===== src/rtl/pipe_drain_pkg.sv =====
// Shared widths and reset constants for the pipeline drain buffer.
package pipe_drain_pkg;

  function automatic int clog2_w(input int n);
    int w;
    w = 0;
    while ((1 << w) < n) w = w + 1;
    return w;
  endfunction

  localparam int   RST_ZERO = 0;
  localparam logic RST_ERR  = 1'b0;

endpackage


===== src/rtl/pipe_drain_mem.sv =====
// DEPTH x WIDTH register array: one synchronous write port, one async read port.
// Data words carry no reset; validity is tracked by the owner's counters.
module pipe_drain_mem #(
  parameter int WIDTH = 8,
  parameter int DEPTH = 4,
  parameter int PW    = 2
) (
  input  logic             clk,
  input  logic             we_i,
  input  logic [PW-1:0]    waddr_i,
  input  logic [WIDTH-1:0] wdata_i,
  input  logic [PW-1:0]    raddr_i,
  output logic [WIDTH-1:0] rdata_o
);

  logic [WIDTH-1:0] mem_q [DEPTH];

  always_ff @(posedge clk) begin
    if (we_i) mem_q[waddr_i] <= wdata_i;
  end

  assign rdata_o = mem_q[raddr_i];

endmodule


===== src/rtl/pipe_drain_buf.sv =====
// Credit-gated drain buffer for a non-stalling pipeline; res-to-out latency 1 cycle.
// A stalled consumer withholds credits, so the upstream pipe never overruns the buffer.
module pipe_drain_buf
  import pipe_drain_pkg::*;
#(
  parameter int WIDTH = 8,
  parameter int LAT   = 2,
  parameter int DEPTH = 4
) (
  input  logic                    clk,
  input  logic                    rst_n,
  input  logic                    issue_req,
  output logic                    issue_gnt,
  input  logic                    res_valid,
  input  logic [WIDTH-1:0]        res_data,
  output logic                    out_valid,
  output logic [WIDTH-1:0]        out_data,
  input  logic                    out_ready,
  output logic [clog2_w(DEPTH):0] level,
  output logic                    err_unexp
);

  localparam int PW = clog2_w(DEPTH);
  localparam int CW = PW + 1;
  localparam logic [CW-1:0] C_ONE   = CW'(1);
  localparam logic [CW-1:0] C_DEPTH = CW'(DEPTH);
  localparam logic [PW-1:0] P_ONE   = PW'(1);

  if (DEPTH < LAT + 1 || (DEPTH & (DEPTH - 1)) != 0) begin : g_bad_depth
    $error("pipe_drain_buf: DEPTH must be a power of two and >= LAT+1");
  end

  logic [CW-1:0] count_q, count_d;
  logic [CW-1:0] outst_q, outst_d;
  logic [PW-1:0] wr_ptr_q, wr_ptr_d;
  logic [PW-1:0] rd_ptr_q, rd_ptr_d;
  logic          err_q, err_d;
  logic          issue_fire, pop_fire, push_fire;

  assign issue_gnt  = (outst_q != C_DEPTH);
  assign out_valid  = (count_q != '0);
  assign level      = count_q;
  assign err_unexp  = err_q;
  assign issue_fire = issue_req && issue_gnt;
  assign pop_fire   = out_valid && out_ready;
  // A result is only accepted against a reservation not yet filled.
  assign push_fire  = res_valid && (outst_q > count_q);

  always_comb begin
    count_d  = count_q;
    outst_d  = outst_q;
    wr_ptr_d = wr_ptr_q;
    rd_ptr_d = rd_ptr_q;
    err_d    = err_q;
    if (issue_fire && !pop_fire) outst_d = outst_q + C_ONE;
    if (!issue_fire && pop_fire) outst_d = outst_q - C_ONE;
    if (push_fire && !pop_fire) count_d = count_q + C_ONE;
    if (!push_fire && pop_fire) count_d = count_q - C_ONE;
    if (push_fire) wr_ptr_d = wr_ptr_q + P_ONE;
    if (pop_fire)  rd_ptr_d = rd_ptr_q + P_ONE;
    if (res_valid && !push_fire) err_d = 1'b1;
  end

  always_ff @(posedge clk or negedge rst_n) begin
    if (!rst_n) begin
      count_q  <= CW'(RST_ZERO);
      outst_q  <= CW'(RST_ZERO);
      wr_ptr_q <= PW'(RST_ZERO);
      rd_ptr_q <= PW'(RST_ZERO);
      err_q    <= RST_ERR;
    end else begin
      count_q  <= count_d;
      outst_q  <= outst_d;
      wr_ptr_q <= wr_ptr_d;
      rd_ptr_q <= rd_ptr_d;
      err_q    <= err_d;
    end
  end

  pipe_drain_mem #(
    .WIDTH (WIDTH),
    .DEPTH (DEPTH),
    .PW    (PW)
  ) u_mem (
    .clk     (clk),
    .we_i    (push_fire),
    .waddr_i (wr_ptr_q),
    .wdata_i (res_data),
    .raddr_i (rd_ptr_q),
    .rdata_o (out_data)
  );

endmodule


===== config.mk =====
export PLATFORM = sky130hd
export DESIGN_NAME = pipe_drain_buf
export DESIGN_NICKNAME = d
export VERILOG_FILES = /design/src/rtl/pipe_drain_pkg.sv /design/src/rtl/pipe_drain_mem.sv /design/src/rtl/pipe_drain_buf.sv
export SDC_FILE = /design/constraint.sdc
export NUM_CORES = 1
export LEC_CHECK = 0
export BUFFER_PORTS_ARGS = -buffer_cell sky130_fd_sc_hd__buf_4
export CAP_MARGIN = 20
export CORE_UTILIZATION = 60
export DETAILED_ROUTE_END_ITERATION = 7
export PLACE_DENSITY = 0.83
export SLEW_MARGIN = 25
export SYNTH_ARGS = -nofsm -noshare
export SYNTH_HDL_FRONTEND = slang
export SYNTH_SLANG_ARGS = --single-unit

===== constraint.sdc =====
create_clock -name clk -period 3.75 [get_ports clk]
set_input_delay 0.375 -clock clk [delete_from_list [all_inputs] [get_ports clk]]
set_output_delay 0.375 -clock clk [all_outputs]
set_load 0.05 [all_outputs]

==> reports/metrics.cfg <==
[clock_tree]
path_clk_slew_ps=110
postCtsSetupRepairBufs=0
cts_tree=built
h-tree-depth=2
cts_buffer_depth=2
numCtsBuffers=5
root_buffer=clkbuf_4
cts_resized=0
cts_sinks=43
clk_latency_ps=330

[sta]
rsz0062_at_grt=no
worst_slack_ps=1340
timing.fmax_mhz=415
finalSetupTns_ps=0
setup_viol=0
slew_violations=0
fin_crit_ps=2410
tightest_slew_ps=603
finalHoldViolCount=0
relSlewSlack_pct=59.8
fin_crit_sh_pct=64.3
finClkSkew_ps=4.53

[setup_path]
crit_path_start=level[1]$_DFFE_PN0P_
cp_slowest_stage_delay_ps=410
crit_chain=inv_1 -> ha_1 -> a211oi_1 -> nor3b_2 -> inv_1 -> ha_1 -> inv_1 -> fa_1 -> xor2_1 -> nor2_1 -> xnor2_1
end_kind=flop
cp-endpoint=level[2]$_DFFE_PN0P_
crit_type=reg -> reg
crit_buf_inv=3
crit_family=adder cells
critPathRequiredTime_ps=4010
r2r-start=level[1]$_DFFE_PN0P_
startpoint_type=flop
r2r_cells=11
cp_common_cell=inv_1
r2r_slack_ps=1340
r2r-end=level[2]$_DFFE_PN0P_
cp_slowest_cell=dfrtp_1
path_depth=11
path_max_fanout=7
arrival_ps=2680

[finish]
final_util_pct=75.3
nNetsFinal=160
syn_to_final_growth_pct=15.2
antenna_cells=0
drive_gt1_share_pct=32.8

[die]
dieArea_mm2=0.00331
dieHeight_um=57.5
die_w_um=57.5
num_rows=19
core_area_mm2=0.00283
io_pins=27
start_util_pct=65.3

[drt]
first_pass_iters=8
dr_total_vias=939
drt_iter0_drc=39
viasPerCell=5.59
drc=2
ant_nets=0
totalWireLength_mm=2.87
wl_per_cell_um=17.1

[hold_path]
hp-class=in -> reg

[run_status]
violations=design-rule violations
outcome=finished, violations left

[synth]
seq_area_frac_synth_pct=66.9
synth_warnings=0
synth_cell_types=24
yosysTopAreaCellShare_pct=52.0
syn-instance-count=104
synth_nets=128
synth_area_leaders=edfxtp_1 52%, dfrtp_1 15%, mux4_2 9.7%
synth_seq_cells=43
yosysTopAreaCell=edfxtp_1
syn_avg_cell_area_um2=17.8
synth_area_mm2=0.00185

[global_routing]
antenna_found_initial=0
grt_pass1_wl_mm=4.78
globalRoute.totalOverflow=0
grt_use_total_pct=20.7
grt_max_degree=13
grt_pass1_vias=1015

[placed_design]
dp_hpwl_mm=2.15
portBuffers=26
place.gp.congestion=0.772
pre_cts_ws_ps=1370

[job]
cap_violations=0

==> metal layers <==
layer / track usage (%) / routed length [µm] / vias to the layer above
met5: 0 / 0 / -
met4: 8.01 / 13 / 0
met3: 4.99 / 95 / 2
met2: 34.1 / 1480 / 20
met1: 27.0 / 1270 / 475
li1: - / - / 442
==> flip-flops by register name (all words and copies together) (netlist names) <==
name	cells
u_mem.mem_q	32
level	3
outst_q	3
rd_ptr_q	2
wr_ptr_q	2
err_unexp	1
==> what timing repair did <==
action,4_1_cts,5_1_grt
hold buffers,1,0
setup endpoints to repair,0,0
hold endpoints to repair,11,0
==> cells by family after synthesis <==
logic type      Yosys count  synth area share (%)
mux                      11                  11.6
buf+inv                  13                  2.84
xor+xnor                  9                  4.27
fa+ha+maj                11                  8.26
flops                    43                  66.9
simple gates             14                  4.94
compound gates            3                  1.15
==> cells in the mapped netlist <==
cell type / number
xnor2_1: 5
mux2_4: 1
mux2i_1: 2
and2_4: 1
o21ai_2: 1
nor2_1: 2
nand2b_1: 1
nor3b_2: 1
nand2_2: 1
fa_1: 2
inv_1: 11
nand2_1: 1
or3_4: 1
and2_1: 4
a211oi_1: 1
edfxtp_1: 32
o21ai_0: 1
buf_4: 1
xor2_1: 4
nand3_1: 2
mux4_2: 8
clkbuf_1: 1
ha_1: 9
dfrtp_1: 11
==> placed cells by master, fill, tap and decap left out <==
cell            n
dfrtp_1        11
nor3b_2         1
xnor2_1         5
dlygate4sd3_1   1
xor2_1          4
inv_1          11
nor2_1          2
fa_1            2
nand2_1         1
o21ai_0         1
a211oi_1        1
and2_1          4
clkbuf_4        5
ha_1            9
o21ai_2         1
mux2i_1         2
clkbuf_1        3
and2_4          1
nand3_1         2
mux2_4          1
mux4_2          8
nand2b_1        1
buf_4          26
or3_4           1
nand2_2         1
edfxtp_1       32
==> cell type report <==
cell class	instances	area, µm²
flip-flops and latches	43	1240
multi-input cells	48	559
well taps	31	38.8
clock buffers	8	48.8
inverters	11	41.3
repair buffers	27	205
fillers	165	699
==> stage by stage <==
| step | hold WS (ps) | instances | instance area, µm² |
|---|---|---|---|
| 2_1_floorplan | 79.4 | 104 | 1850 |
| 5_1_grt | 209 | 168 | 2130 |
| 3_5_place_dp | 218 | 159 | 2070 |
| 6_report | 237 | 168 | 2130 |
| 4_1_cts | 224 | 168 | 2130 |
| 3_3_place_gp | 216 | 159 | 2070 |
==> how the worst min path moves through the flow <==
stage	start	end	slack, ps	cells past startpoint
after floorplan	rst_n	err_unexp$_DFFE_PN0P_	80	0
after global placement	rst_n	outst_q[0]$_DFFE_PN0P_	220	1
after detailed placement	rst_n	outst_q[0]$_DFFE_PN0P_	220	1
after CTS	res_data[6]	u_mem.mem_q[0][6]$_DFFE_PP_	220	1
after global routing	res_data[3]	u_mem.mem_q[1][3]$_DFFE_PP_	210	1
final	res_data[3]	u_mem.mem_q[3][3]$_DFFE_PP_	240	1
Power is not shown: default switching activity piles up to over one toggle a cycle in this logic, so the estimate is an artifact.
